**config.mk**
```make
export PLATFORM = sky130hd
export DESIGN_NAME = hexfp_divider_flat
export DESIGN_NICKNAME = d
export VERILOG_FILES = /design/src/rtl/hexfp_pkg.sv /design/src/rtl/hexfp_divider_if.sv /design/src/rtl/hexfp_normalize.sv /design/src/rtl/hexfp_divider.sv /design/src/flat_wrapper.sv
export SDC_FILE = /design/constraint.sdc
export NUM_CORES = 1
export LEC_CHECK = 0
export CAP_MARGIN = 20
export CORE_UTILIZATION = 53
export CTS_CLUSTER_SIZE = 30
export DETAILED_ROUTE_END_ITERATION = 10
export PLACE_DENSITY = 0.85
export SETUP_SLACK_MARGIN = 0.2
export SYNTH_ARGS = -nofsm -noshare
export SYNTH_HDL_FRONTEND = slang
export SYNTH_SLANG_ARGS = --single-unit
```
**constraint.sdc**
```tcl
create_clock -name clock -period 8.9 [get_ports clock]
set_input_delay 1.78 -clock clock [delete_from_list [all_inputs] [get_ports clock]]
set_output_delay 1.78 -clock clock [all_outputs]
set_load 0.005 [all_outputs]
```
**src/rtl/hexfp_pkg.sv**
```systemverilog
// Shared definitions for the 32-bit hex-float datapath: field positions,
// exponent constants, special encodings, FSM states and digit-count helper.
package hexfp_pkg;

  localparam int MANT_W   = 24;
  localparam int EXP_W    = 7;
  localparam int QUOT_W   = 28;
  localparam int SIGN_BIT = 31;
  localparam int EXP_MSB  = 30;
  localparam int EXP_LSB  = 24;
  localparam int MANT_MSB = 23;
  localparam int MANT_LSB = 0;

  localparam logic signed [9:0] BIAS    = 10'sd64;
  localparam logic signed [9:0] EXP_MAX = 10'sd127;

  localparam logic [31:0] HEXFP_ZERO   = 32'h0000_0000;
  localparam logic [30:0] HEXFP_MAXMAG = 31'h7FFF_FFFF;

  typedef enum logic [1:0] {IDLE, PREP, DIVIDE, PACK} state_t;

  // Leading zero hex digits of a fraction, saturating at 5 (zero fraction also gives 5).
  function automatic logic [2:0] lead_hex_zeros(input logic [MANT_W-1:0] m);
    logic [2:0] k;
    k = 3'd5;
    for (int i = 1; i <= 5; i++) begin
      if (m[4*i +: 4] != 4'h0) begin
        k = 3'(5 - i);
      end
    end
    return k;
  endfunction

endpackage

```
**src/rtl/hexfp_divider_if.sv**
```systemverilog
// Start/done handshake bundle for the hex-float divider.
interface hexfp_divider_if;
  logic        start;
  logic [31:0] dataa;
  logic [31:0] datab;
  logic        busy;
  logic        done;
  logic [31:0] result;
  logic        div_by_zero;
  logic        exp_ovf;
  logic        exp_unf;

  modport master (
    output start, dataa, datab,
    input  busy, done, result, div_by_zero, exp_ovf, exp_unf
  );

  modport slave (
    input  start, dataa, datab,
    output busy, done, result, div_by_zero, exp_ovf, exp_unf
  );
endinterface

```
**src/rtl/hexfp_normalize.sv**
```systemverilog
// Combinational hex-digit normaliser: shifts leading zero digits out of the
// fraction and lowers the exponent to match, widening it to signed 9 bits.
module hexfp_normalize
  import hexfp_pkg::*;
(
  input  logic [EXP_W-1:0]        exp_i,
  input  logic [MANT_W-1:0]       mant_i,
  output logic [MANT_W-1:0]       mant_o,
  output logic signed [EXP_W+1:0] exp_o
);

  logic [2:0] k_s;

  // Count, shift and adjust in one step.
  always_comb begin
    k_s    = lead_hex_zeros(mant_i);
    mant_o = mant_i << {k_s, 2'b00};
    exp_o  = $signed({2'b00, exp_i}) - $signed({6'b000000, k_s});
  end

endmodule

```
**src/rtl/hexfp_divider.sv**
```systemverilog
// Sequential hex-float divider: one cycle of normalisation, 28 restoring
// division steps, one packing cycle; quotient truncated, done pulses once.
module hexfp_divider
  import hexfp_pkg::*;
(
  input  logic          clock,
  input  logic          reset,
  hexfp_divider_if.slave bus
);

  state_t                  state_q, state_d;
  logic [31:0]             a_q, a_d, b_q, b_d;
  logic [MANT_W-1:0]       ma_q, ma_d, mb_q, mb_d;
  logic signed [EXP_W+1:0] ea_q, ea_d, eb_q, eb_d;
  logic                    sign_q, sign_d;
  logic [QUOT_W-1:0]       rem_q, rem_d, quo_q, quo_d, cnt_q, cnt_d;
  logic                    busy_q, busy_d, done_q, done_d;
  logic [31:0]             result_q, result_d;
  logic                    dbz_q, dbz_d, ovf_q, ovf_d, unf_q, unf_d;

  logic [MANT_W-1:0]       na_mant_s, nb_mant_s, mant_s;
  logic signed [EXP_W+1:0] na_exp_s, nb_exp_s;
  logic                    borrow_s, hi_s;
  logic [QUOT_W-1:0]       diff_s;
  logic signed [9:0]       e_s;

  hexfp_normalize u_norm_a (
    .exp_i  (a_q[EXP_MSB:EXP_LSB]),
    .mant_i (a_q[MANT_MSB:MANT_LSB]),
    .mant_o (na_mant_s),
    .exp_o  (na_exp_s)
  );

  hexfp_normalize u_norm_b (
    .exp_i  (b_q[EXP_MSB:EXP_LSB]),
    .mant_i (b_q[MANT_MSB:MANT_LSB]),
    .mant_o (nb_mant_s),
    .exp_o  (nb_exp_s)
  );

  // Next-state, datapath and output computation for every state.
  always_comb begin
    state_d  = state_q;
    a_d      = a_q;
    b_d      = b_q;
    ma_d     = ma_q;
    mb_d     = mb_q;
    ea_d     = ea_q;
    eb_d     = eb_q;
    sign_d   = sign_q;
    rem_d    = rem_q;
    quo_d    = quo_q;
    cnt_d    = cnt_q;
    busy_d   = busy_q;
    done_d   = 1'b0;
    result_d = result_q;
    dbz_d    = dbz_q;
    ovf_d    = ovf_q;
    unf_d    = unf_q;

    // Divisor is pre-scaled by 8 so the first step yields quotient bit 27.
    {borrow_s, diff_s} = {1'b0, rem_q} - {2'b00, mb_q, 3'b000};
    hi_s   = (quo_q[27:24] != 4'h0);
    mant_s = hi_s ? quo_q[27:4] : quo_q[23:0];
    e_s    = $signed({ea_q[EXP_W+1], ea_q}) - $signed({eb_q[EXP_W+1], eb_q})
             + BIAS + (hi_s ? 10'sd1 : 10'sd0);

    case (state_q)
      IDLE: begin
        if (bus.start) begin
          a_d     = bus.dataa;
          b_d     = bus.datab;
          dbz_d   = 1'b0;
          ovf_d   = 1'b0;
          unf_d   = 1'b0;
          busy_d  = 1'b1;
          state_d = PREP;
        end else begin
          state_d = IDLE;
        end
      end
      PREP: begin
        ma_d    = na_mant_s;
        mb_d    = nb_mant_s;
        ea_d    = na_exp_s;
        eb_d    = nb_exp_s;
        sign_d  = a_q[SIGN_BIT] ^ b_q[SIGN_BIT];
        rem_d   = {4'h0, na_mant_s};
        quo_d   = {QUOT_W{1'b0}};
        cnt_d   = {1'b1, {(QUOT_W-1){1'b0}}};
        state_d = DIVIDE;
      end
      DIVIDE: begin
        if (!borrow_s) begin
          rem_d = diff_s << 1;
          quo_d = {quo_q[QUOT_W-2:0], 1'b1};
        end else begin
          rem_d = rem_q << 1;
          quo_d = {quo_q[QUOT_W-2:0], 1'b0};
        end
        cnt_d = cnt_q >> 1;
        if (cnt_q[0]) begin
          state_d = PACK;
        end else begin
          state_d = DIVIDE;
        end
      end
      PACK: begin
        if (mb_q == {MANT_W{1'b0}}) begin
          result_d = {sign_q, HEXFP_MAXMAG};
          dbz_d    = 1'b1;
        end else if (ma_q == {MANT_W{1'b0}}) begin
          result_d = HEXFP_ZERO;
        end else if (e_s > EXP_MAX) begin
          result_d = {sign_q, HEXFP_MAXMAG};
          ovf_d    = 1'b1;
        end else if (e_s < 10'sd0) begin
          result_d = HEXFP_ZERO;
          unf_d    = 1'b1;
        end else begin
          result_d = {sign_q, e_s[6:0], mant_s};
        end
        done_d  = 1'b1;
        busy_d  = 1'b0;
        state_d = IDLE;
      end
      default: begin
        state_d = IDLE;
        busy_d  = 1'b0;
      end
    endcase
  end

  // State and output registers; reset aborts any operation in flight.
  always_ff @(posedge clock or posedge reset) begin
    if (reset) begin
      state_q  <= IDLE;
      a_q      <= 32'h0000_0000;
      b_q      <= 32'h0000_0000;
      ma_q     <= {MANT_W{1'b0}};
      mb_q     <= {MANT_W{1'b0}};
      ea_q     <= 9'sd0;
      eb_q     <= 9'sd0;
      sign_q   <= 1'b0;
      rem_q    <= {QUOT_W{1'b0}};
      quo_q    <= {QUOT_W{1'b0}};
      cnt_q    <= {QUOT_W{1'b0}};
      busy_q   <= 1'b0;
      done_q   <= 1'b0;
      result_q <= HEXFP_ZERO;
      dbz_q    <= 1'b0;
      ovf_q    <= 1'b0;
      unf_q    <= 1'b0;
    end else begin
      state_q  <= state_d;
      a_q      <= a_d;
      b_q      <= b_d;
      ma_q     <= ma_d;
      mb_q     <= mb_d;
      ea_q     <= ea_d;
      eb_q     <= eb_d;
      sign_q   <= sign_d;
      rem_q    <= rem_d;
      quo_q    <= quo_d;
      cnt_q    <= cnt_d;
      busy_q   <= busy_d;
      done_q   <= done_d;
      result_q <= result_d;
      dbz_q    <= dbz_d;
      ovf_q    <= ovf_d;
      unf_q    <= unf_d;
    end
  end

  assign bus.busy        = busy_q;
  assign bus.done        = done_q;
  assign bus.result      = result_q;
  assign bus.div_by_zero = dbz_q;
  assign bus.exp_ovf     = ovf_q;
  assign bus.exp_unf     = unf_q;

endmodule

```
**src/flat_wrapper.sv**
```systemverilog
// flat-port wrapper written by rule: the top's interface ports become plain ports
module hexfp_divider_flat import hexfp_pkg::*;
  (clock, reset, bus_start, bus_dataa, bus_datab, bus_busy, bus_done, bus_result, bus_div_by_zero, bus_exp_ovf, bus_exp_unf);
  hexfp_divider_if bus_i ();
  input  logic clock;
  input  logic reset;
  input wire logic [$bits(bus_i.start)-1:0] bus_start;
  input wire logic [$bits(bus_i.dataa)-1:0] bus_dataa;
  input wire logic [$bits(bus_i.datab)-1:0] bus_datab;
  output wire logic [$bits(bus_i.busy)-1:0] bus_busy;
  output wire logic [$bits(bus_i.done)-1:0] bus_done;
  output wire logic [$bits(bus_i.result)-1:0] bus_result;
  output wire logic [$bits(bus_i.div_by_zero)-1:0] bus_div_by_zero;
  output wire logic [$bits(bus_i.exp_ovf)-1:0] bus_exp_ovf;
  output wire logic [$bits(bus_i.exp_unf)-1:0] bus_exp_unf;
  assign bus_i.start = bus_start;
  assign bus_i.dataa = bus_dataa;
  assign bus_i.datab = bus_datab;
  assign bus_busy = bus_i.busy;
  assign bus_done = bus_i.done;
  assign bus_result = bus_i.result;
  assign bus_div_by_zero = bus_i.div_by_zero;
  assign bus_exp_ovf = bus_i.exp_ovf;
  assign bus_exp_unf = bus_i.exp_unf;
  hexfp_divider u_core (.clock(clock), .reset(reset), .bus(bus_i));
endmodule
```
# Yosys cells after proc, flatten, opt, wreduce, memory -nomap -nowiden
# Cells that the tools add are included.
[op_classes]
n_addsub = 6
n_lt_le_gt_ge = 2
eq_ne = 10
n_shift = 2
muxes = 39
bitwise_logic = 1
reduce_logical = 21
[op_table]
columns = ["operator", "n"]
rows = [
  ["one-hot mux 28 bit (2 select lines)", 3],
  ["2-to-1 mux 32 bit", 4],
  ["logical NOT 24 bit", 2],
  ["left shift 24 x 5 -> 24 bit", 2],
  ["nonzero test 4 bit", 11],
  ["subtractor 28 x 27 -> 29 bit", 1],
  ["2-to-1 mux 28 bit", 1],
  ["2-to-1 mux 24 bit", 1],
  ["2-to-1 mux 3 bit", 8],
  ["2-to-1 mux 1 bit", 17],
  ["subtractor 7 x 3 -> 8 bit", 2],
  ["adder 10 bit", 1],
  ["adder 10 x 8 -> 10 bit, second input constant", 1],
  ["greater-than comparator 10 x 8 -> 1 bit, second input constant", 1],
  ["< comparator 10 x 1 -> 1 bit, second input constant", 1],
  ["subtractor 8 x 8 -> 9 bit", 1],
  ["!= test 2 bit, second input constant", 4],
  ["one-hot mux 1 bit (2 select lines)", 4],
  ["one-hot mux 2 bit (4 select lines)", 1],
  ["!= test 2 x 1 -> 1 bit, second input constant", 3],
  ["AND reduction 6 bit", 1],
  ["AND reduction 5 bit", 1],
  ["equality test 2 bit, second input constant", 2],
  ["AND reduction 2 bit", 2],
  ["5 further kinds", 6],
]
[word_totals]
reg_bits = 252
output_inout_bits = 37

# Depth between registers and ports, before layout
# Gate-level depths: netlist (run 1).
[logic_depth]
ltp_word = 9
ltp_mapped = 14

# Modules after synthesis
# A second synthesis (run 1) with hierarchy kept.
[hier_totals]
cells_unflattened = 1430
hier_area_um2 = 13985.9
[modules_own_cells]
columns = ["mod", "instances", "cells_per_inst", "area_per_inst_um2", "seq_area_each_um2"]
rows = [
  ["hexfp_divider", 1, 1196, 12361.9, 6356.1],
  ["hexfp_normalize", 2, 117, 812.0, 0.0],
]

# Worst setup path after synthesis (run 1)
# Ideal clock, no wire load.
[synth_path]
kind = "register to register"
start = "register u_core.quo_q[25]"
end = "register u_core.result_q[0], in the netlist u_core.bus.result[0]"
setup_ps = 144
arrival_ps = 2984
t_required_ps = 8756
setup_slack_ps = 5772
path_stages_with_launch = 14
cell_sequence = "dfrtp_1 -> nor4_1 -> clkbuf_1 -> inv_1 -> ha_1 -> ha_1 -> nand2_1 -> a211oi_1 -> nand3b_1 -> nand2_1 -> mux2_2 -> o32ai_4 -> buf_6 -> a32oi_1"
[synth_via]
elab_chain_cells = 8
word_cells_on_any_way = 10
[synth_rtl]
columns = ["item", "line_no", "text"]
rows = [
  ["start, declared", "hexfp_divider.sv:16", "logic [QUOT_W-1:0] rem_q, rem_d, quo_q, quo_d, cnt_q, cnt_d;"],
  ["start signal, assigned", "hexfp_divider.sv:146", "quo_q <= {QUOT_W{1'b0}};"],
  ["start signal, assigned", "hexfp_divider.sv:164", "quo_q <= quo_d;"],
  ["nonzero test 4 bit (*)", "hexfp_divider.sv:63", "hi_s = (quo_q[27:24] != 4'h0);"],
  ["2-to-1 mux 1 bit", "hexfp_divider.sv:66", "+ BIAS + (hi_s ? 10'sd1 : 10'sd0);"],
  ["adder 10 bit", "hexfp_divider.sv:66", ""],
  ["< comparator 10 x 1 -> 1 bit", "hexfp_divider.sv:117", "end else if (e_s < 10'sd0) begin"],
  ["2-to-1 mux 32 bit", "hexfp_divider.sv:117", ""],
  ["2-to-1 mux 32 bit (*)", "hexfp_divider.sv:114", "end else if (e_s > EXP_MAX) begin"],
  ["2-to-1 mux 32 bit (*)", "hexfp_divider.sv:112", "end else if (ma_q == {MANT_W{1'b0}}) begin"],
  ["2-to-1 mux 32 bit (*)", "hexfp_divider.sv:109", "if (mb_q == {MANT_W{1'b0}}) begin"],
  ["end signal, assigned", "hexfp_divider.sv:168", "result_q <= result_d;"],
  ["end, declared", "hexfp_divider.sv:18", "logic [31:0] result_q, result_d;"],
]
# Mark *: on every way between the ends. The rest lies on a longest branch, timed or not.
# A chain may end at the register's enable or synchronous reset.

# Worst setup path in the final report (run 1)
[layout_path]
start = "register u_core.a_q[20]"
end = "register u_core.ea_q[6]"
[layout_via]
elab_chain_cells = 3
[layout_rtl]
columns = ["item", "line_no", "text"]
rows = [
  ["start, declared", "hexfp_divider.sv:12", "logic [31:0] a_q, a_d, b_q, b_d;"],
  ["start signal, assigned", "hexfp_divider.sv:138", "a_q <= 32'h0000_0000;"],
  ["start signal, assigned", "hexfp_divider.sv:156", "a_q <= a_d;"],
  ["nonzero test 4 bit", "hexfp_pkg.sv:27", "if (m[4*i +: 4] != 4'h0) begin"],
  ["2-to-1 mux 3 bit", "hexfp_pkg.sv:27", ""],
  ["subtractor 7 x 3 -> 8 bit", "hexfp_normalize.sv:18", "exp_o = $signed({2'b00, exp_i}) - $signed({6'b000000, k_s});"],
  ["end signal, assigned", "hexfp_divider.sv:142", "ea_q <= 9'sd0;"],
  ["end signal, assigned", "hexfp_divider.sv:160", "ea_q <= ea_d;"],
  ["end, declared", "hexfp_divider.sv:14", "logic signed [EXP_W+1:0] ea_q, ea_d, eb_q, eb_d;"],
]
# No other way between the ends.

==> run_results.csv, run 1 <==
group,metric,value,unit
synth,synth_edf_count,0,
finish,nets,1504,
sta,slew_headroom,0.284,
setup_path,worstPathCellList,"or4_1, a21oi_4, ha_1, inv_1, fa_1, a211oi_1, nand2_1, xor2_1, a21oi_1",
synth,synth_warnings,0,
drt,finalWirelength,32600,µm
grt,overflow,0,
place,routabilityCongestion,0.922,
drt,first_pass_iters,5,
sta,finalSetupViolations,0,
sta,finalCritPeriodShare,0.406,
pwr,vdd_drop_max,0.276,mV
setup_path,worst_setup_path_end_kind,"flip-flop",
synth,yosysUniqueCellTypes,78,
setup_path,path_class,"reg2reg",
drt,vias_per_cell,6.27,
setup_path,cp.required,9250,ps
setup_path,arrival,3960,ps
setup_path,critical_path.top_delay_family,"compound AO/OA/AOI/OAI gates",
sta,finClkSkew,11.6,ps
synth,synth_nets,1427,
setup_path,cpPeakStageDelay,900,ps
synth,yosys-top-cells-area,"dfrtp_1, mux2_2, ha_1",
run,cap_violations,0,
run_status,outcome,"completed",
clock_network,cts_buffers,26,
setup_path,setup.worst_path.start_class,"flip-flop",
synth,synth_flop_cell,"dfrtp_1",
synth,ys_seq_area_frac,0.472,
synth,synthesis.area,13400,µm²
drt,final_antenna_net_count,0,
finish,n_antenna_cell,0,
clock_network,insertion_delay,530,ps
synth,synth_top_cell_by_area,"dfrtp_1",
finish,fin_area,15500,µm²
synth,synth-seq-cells,252,
die,die_y,161,µm
sta,hold_violations,0,
sta,fin_crit,3610,ps
sta,slew_violations,0,
clock_network,cts_resized,0,
die,num_rows,57,
sta,timing.fmax,0.277,GHz
grt,antenna_found_initial,0,
sta,fin_tns_setup,0,ps
grt,grt_max_degree,145,
sta,rsz0062_at_grt,"no",
place,place_area,14600,µm²
place,hpwl,22200,µm
synth,ys_async_sr_fraction,1.00,
die,ioPinCount,104,
setup_path,slowest_stage,"or4_1",
clock_network,clk_pin_slew_worst_paths,60,ps
drt,post_drt_wl_per_cell,18.8,µm
pwr,p_leak,0.00665,µW
grt,grt_first_pass_wirelength,53800,µm
clock_network,post_cts_buffers,0,
drt,drcViolationCount,0,
clock_network,clk_path_buf_depth,3,
sta,worstMarginPinSlew,1070,ps
drt,num_vias,10900,
synth,syn_area_per_cell,10.2,µm²
synth,synth_cells,1311,
clock_network,clock_tree.root_cell,"clkbuf_16",
clock_network,cts_hold_buf,0,
grt,track_usage,0.252,
finish,drive_gt1_frac,0.115,
die,core_area,24500,µm²
finish,syn_to_final_growth,16.2,%
die,start_util,0.544,
drt,first_iter_violations,1126,
grt,grt_pass1_vias,10700,
setup_path,critical_path_buf_inv_count,1,
clock_network,cts_sinks,252,
pwr,powerDensity,426,nW/µm²
die,die_width,161,µm
clock_network,cts_tree,"yes",
synth,synth_top_area_share,0.472,
min_path,hp-class,"reg2reg",
die,die_area,25800,µm²
clock_network,htree_levels,1,
setup_path,cp_max_fo,20,
place,port_buffers,103,
routing by layer:
| metal | track usage | share of wire | up-vias |
|---|---|---|---|
| met4 | 0.0810 | 0.029 | 0 |
| met3 | 0.0405 | 0.059 | 89 |
| met2 | 0.423 | 0.49 | 427 |
| li1 | - | - | 4945 |
| met5 | 0 | 0 | - |
| met1 | 0.335 | 0.42 | 5393 |
cell type report:
class | instances | area, µm²
fill | 1888 | 9010
multi-input combinational | 897 | 6420
sequential | 252 | 6310
timing repair buffer | 119 | 1200
clock buffer | 38 | 767
tap | 324 | 405
inverter | 92 | 349
clock inverter | 9 | 73.8
Yosys cell counts (all sizes together) (11+ instances only):
cell and n:
dfrtp 252, mux2 83, a31oi 11, buf 22
nor2b 13, nor2 75, a21oi 91, nor4 22
a22o 31, a32oi 28, o21ai 61, inv 92
nor3 13, a22oi 17, and3 13, o221ai 13
xor2 15, ha 45, clkbuf 48, o211a 21
mux2i 32, xnor2 20, o22ai 48, nand2 128
registers in the layout (all words and copies together), names as in the netlist:
signal and cells:
u_core.a_q 32, u_core.b_q 32, u_core.bus.busy 1, u_core.bus.div_by_zero 1, u_core.bus.done 1, u_core.bus.exp_ovf 1, u_core.bus.exp_unf 1, u_core.bus.result 32
u_core.cnt_q 28, u_core.ea_q 8, u_core.eb_q 8, u_core.ma_q 24, u_core.mb_q 24, u_core.quo_q 28, u_core.rem_q 28, u_core.sign_q 1
u_core.state_q 2
where the power goes:
part	internal (µW)	switching, µW	leakage (µW)
combinational	1510	2040	0.00307
clock	625	448	0.000422
sequential	1590	403	0.00316
final timing paths:
kind | start | endpoint | slack (ps) | cells after the start
max | u_core.a_q[20]$_DFFE_PP0P_ | u_core.ea_q[6]$_DFFE_PP0N_ | 5290 | 9
min | u_core.cnt_q[12]$_DFFE_PP0P_ | u_core.cnt_q[11]$_DFFE_PP0P_ | 500 | 1
max reg2reg | u_core.a_q[20]$_DFFE_PP0P_ | u_core.ea_q[6]$_DFFE_PP0N_ | 5290 | 9
min reg2reg | u_core.cnt_q[12]$_DFFE_PP0P_ | u_core.cnt_q[11]$_DFFE_PP0P_ | 500 | 1
max in group asynchronous | reset | u_core.a_q[12]$_DFFE_PP0P_ | 6040 | 3
min in group asynchronous | reset | u_core.bus.result[27]$_DFFE_PP0P_ | 1710 | 2
stage by stage:
| stage | std cells | worst slack (ps) | util | hold WS [ps] | total power, µW |
|---|---|---|---|---|---|
| CTS | 1728 | 5330 | 0.630 | 501 | 6540 |
| global route | 1731 | 5100 | 0.633 | 516 | 7060 |
| finish | 1731 | 5290 | 0.633 | 498 | 6620 |
| floorplan | 1311 | 3800 | - | 455 | 4580 |
| global placement | 1681 | 5140 | 0.596 | 472 | 5290 |
| detailed placement | 1681 | 5070 | 0.596 | 479 | 5430 |
cell families (layout without fill, tap and decap cells):
logic type | after synthesis | count (layout) | share of synthesized area
flip-flops | 252 | 252 | 0.472
AO/OA/AOI/OAI | 396 | 396 | 0.210
AND/OR/NAND/NOR | 302 | 302 | 0.104
multiplexers | 115 | 115 | 0.0940
buffers and inverters | 162 | 258 | 0.0489
adder cells (fa/ha/maj) | 49 | 49 | 0.0482
XOR/XNOR | 35 | 35 | 0.0230
cell usage in the layout, fill, tap and decap left out, drive strengths merged, types with 4 or more instances in the layout:
master,synthesis,routed
dfrtp,252,252
nand2,128,128
clkdlybuf4s50,0,103
inv,92,92
a21oi,91,91
mux2,83,83
nor2,75,75
o21ai,61,61
o22ai,48,48
ha,45,45
clkbuf,48,38
mux2i,32,32
a22o,31,31
a32oi,28,28
nor4,22,22
o211a,21,21
xnor2,20,20
a22oi,17,17
buf,22,16
xor2,15,15
nor3,13,13
o221ai,13,13
nor2b,13,13
and3,13,13
a31oi,11,11
a21o,10,10
nand3,9,9
o21a,9,9
a221oi,8,8
a211oi,8,8
clkinv,0,7
o211ai,7,7
nand2b,6,6
and2,6,6
o31ai,5,5
o31a,4,4
fa,4,4
Power figures use the tool's default switching activity.
==> run 2: changes to the inputs <==
Clock period 8.9 ns to 2.9 ns, I/O delays scaled along.
==> run 2 against run 1 <==
  * Sequential power increased to 3.2 times the previous value
  * Sequential share of layout area fell by 4.7 points
  * Design area is 13% higher
  * Total power grew to 4.0 times the previous value
  * Non-clock buffer count up 123
  * The run now ends with negative setup slack left
==> run_results.csv, run 2 (synthesis gave the netlist of run 1 again) <==
group,metric,value,unit
finish,mostFrequentLayoutCell,"dfrtp_1",
sta,fin_crit,3190,ps
die,num_rows,57,
pwr,p_leak,0.00747,µW
sta,slew_headroom,0.381,
sta,rsz0062_at_grt,"yes",
setup_path,path_class,"reg2reg",
pwr,switchingPower,11900,µW
clock_network,clk_pin_slew_worst_paths,60,ps
grt,grt_pass1_vias,11500,
min_path,hp-class,"in2async",
setup_path,arrival,3550,ps
sta,fin_ws,-288,ps
die,die_width,161,µm
die,core_area,24500,µm²
sta,timing.fmax,0.314,GHz
grt,grt_max_degree,66,
place,hpwl,23800,µm
finish,nets,1628,
run,cap_violations,0,
drt,first_pass_iters,6,
clock_network,htree_levels,1,
setup_path,cp_max_fo,4,
finish,fillers,1485,
drt,first_iter_violations,1643,
clock_network,clock_tree.root_cell,"clkbuf_16",
finish,drive_gt1_frac,0.257,
sta,fin_tns_setup,-3950,ps
pwr,vdd_drop_max,0.877,mV
die,ioPinCount,104,
drt,finalWirelength,45300,µm
sta,finalSetupViolations,39,
drt,num_vias,12700,
finish,layout_common_cells,"dfrtp_1, nand2_1, clkdlybuf4s50_1",
place,routabilityCongestion,0.953,
run_status,violations,"negative setup slack",
die,die_y,161,µm
grt,overflow,0,
clock_network,cts_tree,"yes",
pwr,pwr-share-comb,0.625,
setup_path,worst_setup_path_end_kind,"flip-flop",
place,port_buffers,103,
finish,n_antenna_cell,0,
drt,final_antenna_net_count,0,
sta,slew_violations,0,
pwr,power.share.clock,0.128,
sta,finalCritPeriodShare,1.10,
pwr,p_int,14300,µW
sta,holdWs,373,ps
clock_network,insertion_delay,570,ps
clock_network,cts_buffers,27,
setup_path,cp.required,3260,ps
sta,worstMarginPinSlew,915,ps
pwr,seq_power_share,0.247,
grt,antenna_found_initial,1,
run_status,outcome,"finished with violations",
pwr,powerDensity,1490,nW/µm²
drt,drcViolationCount,0,
clock_network,cts_sinks,252,
sta,finClkSkew,27.7,ps
grt,grt_first_pass_wirelength,59800,µm
pwr,swShare,0.453,
die,die_area,25800,µm²
grt,track_usage,0.287,
finish,multi_input_area,7240,µm²
finish,final-seq-area,6310,µm²
die,start_util,0.544,
drt,post_drt_wl_per_cell,24.4,µm
drt,vias_per_cell,6.82,
setup_path,setup.worst_path.start_class,"flip-flop",
finish,syn_to_final_growth,31.3,%
clock_network,clk_path_buf_depth,3,
sta,hold_violations,0,
run 2: metrics by stage:
stage / instances / utilization / worst slack (ps) / total power (µW) / area, µm²
2_1_floorplan: 1311 / - / -996 / 14200 / 13500
3_3_place_gp: 1729 / 0.618 / 111 / 16900 / 15200
3_5_place_dp: 1729 / 0.618 / -3.79 / 17400 / 15200
4_1_cts: 1822 / 0.675 / 7.06 / 22700 / 16600
5_1_grt: 1856 / 0.715 / -318 / 27200 / 17500
6_report: 1856 / 0.715 / -288 / 26200 / 17500
run 2: layer usage:
| metal | global-route usage | up-vias | wire, µm |
|---|---|---|---|
| li1 | - | 5200 | - |
| met2 | 0.465 | 1016 | 20900 |
| met1 | 0.381 | 6112 | 16000 |
| met3 | 0.0390 | 336 | 4610 |
| met4 | 0.139 | 2 | 3820 |
| met5 | 0 | - | 17 |
run 2: final cells by class:
type                            instances  area share
Clock inverter                         11     0.00499
Clock buffer                           38      0.0432
Sequential cell                       252       0.360
Multi-Input combinational cell        897       0.413
Inverter                               92      0.0200
Tap cell                              324      0.0231
Timing Repair Buffer                  242       0.136
run 2: power by group through the flow:
stage / combinational [µW] / sequential, µW / clock (µW)
3_5_place_dp: 11300 / 6150 / 0
6_report: 16400 / 6480 / 3350
4_1_cts: 13300 / 6140 / 3330
3_3_place_gp: 10900 / 6070 / 0
2_1_floorplan: 8420 / 5770 / 0
5_1_grt: 17100 / 6540 / 3500
run 2: worst paths after layout:
kind                       cells past startpoint                          from                          endpoint  slack [ps]
setup / recovery                              11   u_core.rem_q[3]$_DFFE_PP0P_      u_core.rem_q[15]$_DFFE_PP0P_        -290
setup reg to reg                              11   u_core.rem_q[3]$_DFFE_PP0P_      u_core.rem_q[15]$_DFFE_PP0P_        -290
min in group clock                             1  u_core.cnt_q[27]$_DFFE_PP0P_      u_core.cnt_q[27]$_DFFE_PP0P_         490
max in group asynchronous                      4                         reset         u_core.sign_q$_DFFE_PP0N_        1650
hold reg to reg                                1  u_core.cnt_q[27]$_DFFE_PP0P_      u_core.cnt_q[27]$_DFFE_PP0P_         490
hold / removal                                 2                         reset  u_core.bus.result[8]$_DFFE_PP0P_         370
run 2: repair_timing:
item / CTS / global route
endpoints found under the hold margin: 0 / 0
endpoints found under the setup margin: 59 / 68
pin swaps: 23 / 62
gates cloned: 2 / 0
buffers inserted: 42 / 33
gates resized for setup: 37 / 142
hold buffers: 0 / 0
run 2: worst max-delay path, stage by stage, from the launching register on:
cell and delay, ps:
dfrtp_1 400, inv_1 130, ha_4 190, buf_12 110
nor2b_4 30, o31a_1 300, buf_4 170, o211a_1 240
o21a_1 220, o21a_1 220, o311ai_1 760, a21oi_1 230
